**config.mk**
```make
export PLATFORM = sky130hd
export DESIGN_NAME = pwm_capture_flat
export DESIGN_NICKNAME = d
export VERILOG_FILES = /design/src/rtl/pwm_capture_if.sv /design/src/rtl/pwm_capture.sv /design/src/flat_wrapper.sv
export SDC_FILE = /design/constraint.sdc
export NUM_CORES = 1
export LEC_CHECK = 0
export ABC_AREA = 1
export CAP_MARGIN = 15
export CORE_MARGIN = 10
export CORE_UTILIZATION = 40
export DETAILED_ROUTE_END_ITERATION = 12
export PLACE_DENSITY = 0.71
export RECOVER_POWER = 50
export SLEW_MARGIN = 20
export SYNTH_ARGS = -nofsm -noshare
export SYNTH_HDL_FRONTEND = slang
export SYNTH_SLANG_ARGS = --single-unit
```
**constraint.sdc**
```tcl
create_clock -name clock -period 1.4 [get_ports clock]
set_input_delay 0.35 -clock clock [delete_from_list [all_inputs] [get_ports clock]]
set_output_delay 0.35 -clock clock [all_outputs]
set_load 0.02 [all_outputs]
```
**src/rtl/pwm_capture_if.sv**
```systemverilog
// Bundles the control, pin and result signals of pwm_capture.
// master drives enable/din/ack; slave is the capture block.
interface pwm_capture_if #(
  parameter int COUNT_WIDTH = 16
);
  logic                   enable;
  logic                   din;
  logic                   ack;
  logic [COUNT_WIDTH-1:0] on_ticks;
  logic [COUNT_WIDTH-1:0] off_ticks;
  logic                   valid;
  logic                   overflow;
  logic                   level;

  modport master (
    output enable, din, ack,
    input  on_ticks, off_ticks, valid, overflow, level
  );

  modport slave (
    input  enable, din, ack,
    output on_ticks, off_ticks, valid, overflow, level
  );
endinterface

```
**src/rtl/pwm_capture.sv**
```systemverilog
// Measures high and low phase lengths of an asynchronous pin in clock ticks,
// reporting each complete period with a one-cycle valid and a sticky overflow.
module pwm_capture #(
  parameter int COUNT_WIDTH = 16,
  parameter int SYNC_STAGES = 2
) (
  input logic         clock,
  input logic         reset,
  pwm_capture_if.slave bus
);

  typedef enum logic [1:0] {
    IDLE,
    WAIT_RISE,
    MEAS_HIGH,
    MEAS_LOW
  } state_t;

  localparam logic [COUNT_WIDTH-1:0] CNT_MAX = '1;
  localparam logic [COUNT_WIDTH-1:0] CNT_ONE = COUNT_WIDTH'(1);

  logic [SYNC_STAGES-1:0] sync;
  logic                   s, s_d, rise, fall;

  state_t                 state, state_n;
  logic [COUNT_WIDTH-1:0] cnt, cnt_n, cnt_inc;
  logic [COUNT_WIDTH-1:0] hi_latch, hi_n;
  logic [COUNT_WIDTH-1:0] on_r, on_n, off_r, off_n;
  logic                   valid_r, valid_n;
  logic                   ovf_r, ovf_n;
  logic                   sat;

  assign s    = sync[SYNC_STAGES-1];
  assign rise = s & ~s_d;
  assign fall = ~s & s_d;

  // Saturation is flagged on every increment that lands on or stays at all-ones,
  // so an ack during a stuck phase cannot clear overflow.
  assign cnt_inc = (cnt == CNT_MAX) ? CNT_MAX : cnt + CNT_ONE;
  assign sat     = (cnt >= CNT_MAX - CNT_ONE);

  always_comb begin
    state_n = state;
    cnt_n   = cnt;
    hi_n    = hi_latch;
    on_n    = on_r;
    off_n   = off_r;
    valid_n = 1'b0;
    ovf_n   = ovf_r & ~bus.ack;

    if (!bus.enable) begin
      state_n = IDLE;
      cnt_n   = '0;
      ovf_n   = 1'b0;
    end else begin
      case (state)
        IDLE: begin
          cnt_n   = '0;
          state_n = WAIT_RISE;
        end
        WAIT_RISE: begin
          if (rise) begin
            cnt_n   = CNT_ONE;
            state_n = MEAS_HIGH;
          end
        end
        MEAS_HIGH: begin
          if (fall) begin
            hi_n    = cnt;
            cnt_n   = CNT_ONE;
            state_n = MEAS_LOW;
          end else begin
            cnt_n = cnt_inc;
            if (sat) ovf_n = 1'b1;
          end
        end
        MEAS_LOW: begin
          if (rise) begin
            on_n    = hi_latch;
            off_n   = cnt;
            valid_n = 1'b1;
            cnt_n   = CNT_ONE;
            state_n = MEAS_HIGH;
          end else begin
            cnt_n = cnt_inc;
            if (sat) ovf_n = 1'b1;
          end
        end
        default: begin
          state_n = IDLE;
          cnt_n   = '0;
        end
      endcase
    end
  end

  always_ff @(posedge clock) begin
    if (reset) begin
      sync     <= '0;
      s_d      <= 1'b0;
      state    <= IDLE;
      cnt      <= '0;
      hi_latch <= '0;
      on_r     <= '0;
      off_r    <= '0;
      valid_r  <= 1'b0;
      ovf_r    <= 1'b0;
    end else begin
      sync     <= {sync[SYNC_STAGES-2:0], bus.din};
      s_d      <= s;
      state    <= state_n;
      cnt      <= cnt_n;
      hi_latch <= hi_n;
      on_r     <= on_n;
      off_r    <= off_n;
      valid_r  <= valid_n;
      ovf_r    <= ovf_n;
    end
  end

  assign bus.on_ticks  = on_r;
  assign bus.off_ticks = off_r;
  assign bus.valid     = valid_r;
  assign bus.overflow  = ovf_r;
  assign bus.level     = s;

endmodule

```
**src/flat_wrapper.sv**
```systemverilog
// flat-port wrapper written by rule: the top's interface ports become plain ports
module pwm_capture_flat 
#(
  parameter int COUNT_WIDTH = 16,
  parameter int SYNC_STAGES = 2
)
  (clock, reset, bus_enable, bus_din, bus_ack, bus_on_ticks, bus_off_ticks, bus_valid, bus_overflow, bus_level);
  pwm_capture_if #(.COUNT_WIDTH(COUNT_WIDTH)) bus_i ();
  input logic clock;
  input logic reset;
  input wire logic [$bits(bus_i.enable)-1:0] bus_enable;
  input wire logic [$bits(bus_i.din)-1:0] bus_din;
  input wire logic [$bits(bus_i.ack)-1:0] bus_ack;
  output wire logic [$bits(bus_i.on_ticks)-1:0] bus_on_ticks;
  output wire logic [$bits(bus_i.off_ticks)-1:0] bus_off_ticks;
  output wire logic [$bits(bus_i.valid)-1:0] bus_valid;
  output wire logic [$bits(bus_i.overflow)-1:0] bus_overflow;
  output wire logic [$bits(bus_i.level)-1:0] bus_level;
  assign bus_i.enable = bus_enable;
  assign bus_i.din = bus_din;
  assign bus_i.ack = bus_ack;
  assign bus_on_ticks = bus_i.on_ticks;
  assign bus_off_ticks = bus_i.off_ticks;
  assign bus_valid = bus_i.valid;
  assign bus_overflow = bus_i.overflow;
  assign bus_level = bus_i.level;
  pwm_capture #(.COUNT_WIDTH(COUNT_WIDTH), .SYNC_STAGES(SYNC_STAGES)) u_core (.clock(clock), .reset(reset), .bus(bus_i));
endmodule
```
==> flow_metrics.tcl, run 1 <==
set metrics [dict create \
    final_cell_mix "nand2_1 (63), dfxtp_1 (62), nor2_1 (51)" \
    worst_slew_pin_slew_ps 271 \
    hold_viol 0 \
    ios 40 \
    path_cells "nand2_1, nor2_4, inv_2, nor2_4, nand2_4, buf_12, nand3_1, nand2_1, a21oi_2" \
    swShare 0.229 \
    power.density_nw_per_um2 936 \
    gp_congestion 0.832 \
    crit_family "simple AND/OR/NAND/NOR gates" \
    clkTransAtPathRegs_ps 80 \
    nets 492 \
    holdCritStartpoint "u_core.sync[0]" \
    combPwrFrac 0.030 \
    die_h_um 105 \
    yosysSeqAreaShare 0.486 \
    skew_ps 7.93 \
    yosys.area.top_type "dfxtp_1" \
    netlist_area_um2 2920 \
    power_mw 3.99 \
    slowest_stage "dfxtp_1" \
    synth_simple_gate_area_share 0.244 \
    placementRows 31 \
    firstDrtPassIters 4 \
    maxCapViolations 0 \
    wirelength_mm 8.73 \
    clock.fmax_ghz 0.706 \
    wl_per_cell_um 14.8 \
    cts_tree "done" \
    syn_area_per_cell_um2 7.29 \
    worstPathArrival_ps 1700 \
    synth_top_family_by_area "simple AND/OR/NAND/NOR gates" \
    grt_pass1_wl_mm 12.6 \
    p_leak_nw 1.84 \
    pwr-share-seq 0.508 \
    viasPerCell 5.12 \
    hold_class "register to register" \
    grt_pass1_vias 2730 \
    netlist.area_leader.share 0.486 \
    cp_data_required_time_ps 1690 \
    fin_crit_ps 1420 \
    critPathKind "register to register" \
    cts_buffers 9 \
    die_area_um2 11100 \
    cp_num_buf_inv 2 \
    h-tree-depth 3 \
    fillCellCount 609 \
    initial_core_util 0.407 \
    pwr-share-clk 0.462 \
    final.period_utilization 1.01 \
    slowest_delay_ps 350 \
    grt_usage 0.136 \
    synth_xor_area_frac 0 \
    rsz0062_at_grt "yes" \
    final_common_cell "nand2_1" \
    p_sw_mw 0.915 \
    grt_max_degree 49 \
    grt_overflow 0 \
    final_cell_count_no_fill 589 \
    rr_startpoint "u_core.cnt[11]" \
    synth_compound_area_frac 0.183 \
    slew_headroom 0.818 \
    critPathLaunchType "register" \
    worstRegToRegCells 9 \
    synthAdderAreaFrac 0.00856 \
    worstPathMaxFanout 8 \
    dpl.hpwl_mm 5.34 \
    core-area_um2 7180 \
    clockBufferDepth 2 \
    diodes 0 \
    die_w_um 105 \
    area_growth_pct 46.0 \
    ys_warn_count 0 \
    netlist_instances 401 \
    whs_endpoint "u_core.sync[1]" \
    clock_latency_ps 350 \
    yosys-top-cells-area "dfxtp_1 (49%), nand2_1 (9.1%), a21oi_1 (7.7%)" \
    timing.final.ws_setup_ps -16.6 \
    min_path_cells 2 \
    drive_gt1_frac 0.278 \
    vias 3016 \
    finalSetupViolations 2 \
    maxSlewViolCount 0 \
    ant_nets 0 \
    pre_cts_ws_ps -333 \
    rrSetupSlack_ps -20 \
    critPathCaptureType "register" \
    synthMuxAreaShare 0 \
    drtIter0Drc 260 \
    root_buffer "clkbuf_8" \
    ys_types 28 \
    dp.cells 562 \
    synth.net_count 408 \
    intPower_mw 3.08 \
    ir_worst_vdd_mv 0.512 \
    clock-sinks 71 \
    violations "negative setup slack" \
    port_buffers 39 \
    timing.rr.end "u_core.cnt[0]" \
    cts_hold_buffers 0 \
    antenna_found_initial 0 \
    ys_seq_elements 71 \
    drc 0 \
    status "finished, violations left" \
]
-- cell usage after synthesis, drive strengths merged --
| master | instances |
|---|---|
| nand2 | 74 |
| dfxtp | 71 |
| nor2 | 64 |
| o21ai | 58 |
| a21oi | 46 |
| inv | 36 |
| nand3 | 22 |
| buf | 10 |
| clkbuf | 8 |
| nand4 | 3 |
| nor3 | 3 |
| ha | 2 |
| and3 | 1 |
| clkinv | 1 |
| o211ai | 1 |
| or2 | 1 |
-- cell type report --
type | count | area (um2) | area share
repair inverters | 2 | 15.0 | 0.00352
well taps | 99 | 124 | 0.0290
repair buffers | 89 | 853 | 0.200
clock buffers | 9 | 124 | 0.0290
clock inverters | 7 | 96.3 | 0.0226
inverters | 37 | 141 | 0.0331
multi-input cells | 275 | 1480 | 0.346
flip-flops and latches | 71 | 1440 | 0.336
-- sequential cells by signal (all words and copies together), names as in the netlist --
register and flops:
u_core.bus.on_ticks 16, u_core.sync 2, u_core.bus.valid 1, u_core.state 2, u_core.s_d 1, u_core.cnt 16
u_core.bus.off_ticks 16, u_core.hi_latch 16, u_core.bus.overflow 1
-- what timing repair did --
item                                    CTS  global route
endpoints found under the setup margin   52            88
pin swaps                                 2            13
gates resized for setup                  43            93
endpoints found under the hold margin     0             0
cloned                                    1             4
setup buffers                             4             2
-- stage by stage --
step	cell area [um2]	setup TNS, ps	hold WS [ps]	utilization
detailed placement	3730	-14250	392	0.519
finish	4270	-33.1	411	0.595
global route	4270	-826	420	0.595
floorplan	2930	0	381	-
global placement	3730	-12800	393	0.519
CTS	3970	0	409	0.553
-- worst reg2reg max path, cell delays in order (launching register included) --
cell	delay [ps]
dfxtp_1	350
nand2_1	120
nor2_4	140
inv_2	60
nor2_4	140
nand2_4	90
buf_12	160
nand3_1	90
nand2_1	70
a21oi_2	130
-- per-layer routing --
layer / track usage / wire length, um
met3: 0.0402 / 568
met2: 0.230 / 4470
met4: 0.0588 / 145
met5: 0 / 0
met1: 0.156 / 3550
-- power by group through the flow --
stage | clock network, mW | registers, mW | logic (mW)
6_report | 1.84 | 2.03 | 0.120
3_5_place_dp | 0 | 2.08 | 0.112
3_3_place_gp | 0 | 2.08 | 0.110
4_1_cts | 1.86 | 2.03 | 0.115
2_1_floorplan | 0 | 2.08 | 0.0519
5_1_grt | 1.95 | 2.03 | 0.130
-- cells by family (layout without fill, tap and decap cells) --
kind of cell	count (synthesis)	in the layout
adder cells (fa/ha/maj)	2	2
flip-flops	71	71
AND/OR/NAND/NOR	168	168
AO/OA/AOI/OAI	105	105
buffers and inverters	55	144
-- how the worst max path moves through the flow --
| stage | cells past startpoint | slack, ps | startpoint | end |
|---|---|---|---|---|
| final | 9 | -20 | u_core.cnt[11] | u_core.cnt[0] |
| after floorplan | 10 | 20 | u_core.cnt[1] | u_core.cnt[9] |
| after global routing | 9 | -80 | u_core.cnt[11] | u_core.cnt[10] |
| after global placement | 6 | -290 | bus_enable | u_core.bus.on_ticks[15] |
| after CTS | 1 | 1 | u_core.bus.on_ticks[8] | bus_on_ticks[8] |
| after detailed placement | 6 | -330 | bus_enable | u_core.bus.on_ticks[9] |
(Power assumes the default switching activity.)
==> inputs of run 2 (changes only) <==
--- a/config.mk
+++ b/config.mk
@@ -6,6 +6,7 @@
 export NUM_CORES = 1
 export LEC_CHECK = 0
 export ABC_AREA = 1
+export ABC_CLOCK_PERIOD_IN_PS = 1400
 export CAP_MARGIN = 15
 export CORE_MARGIN = 10
 export CORE_UTILIZATION = 40
==> results of run 2 <==
Same layout as run 1: the final DEF is identical, and so are final timing and power.
==> inputs of run 3 (changes only) <==
--- a/config.mk
+++ b/config.mk
@@ -11,6 +11,7 @@
 export CORE_MARGIN = 10
 export CORE_UTILIZATION = 40
 export DETAILED_ROUTE_END_ITERATION = 12
+export HOLD_SLACK_MARGIN = 0.05
 export PLACE_DENSITY = 0.71
 export RECOVER_POWER = 50
 export SLEW_MARGIN = 20
==> results of run 3 <==
Same layout as run 1: the final DEF is identical, and so are final timing and power.
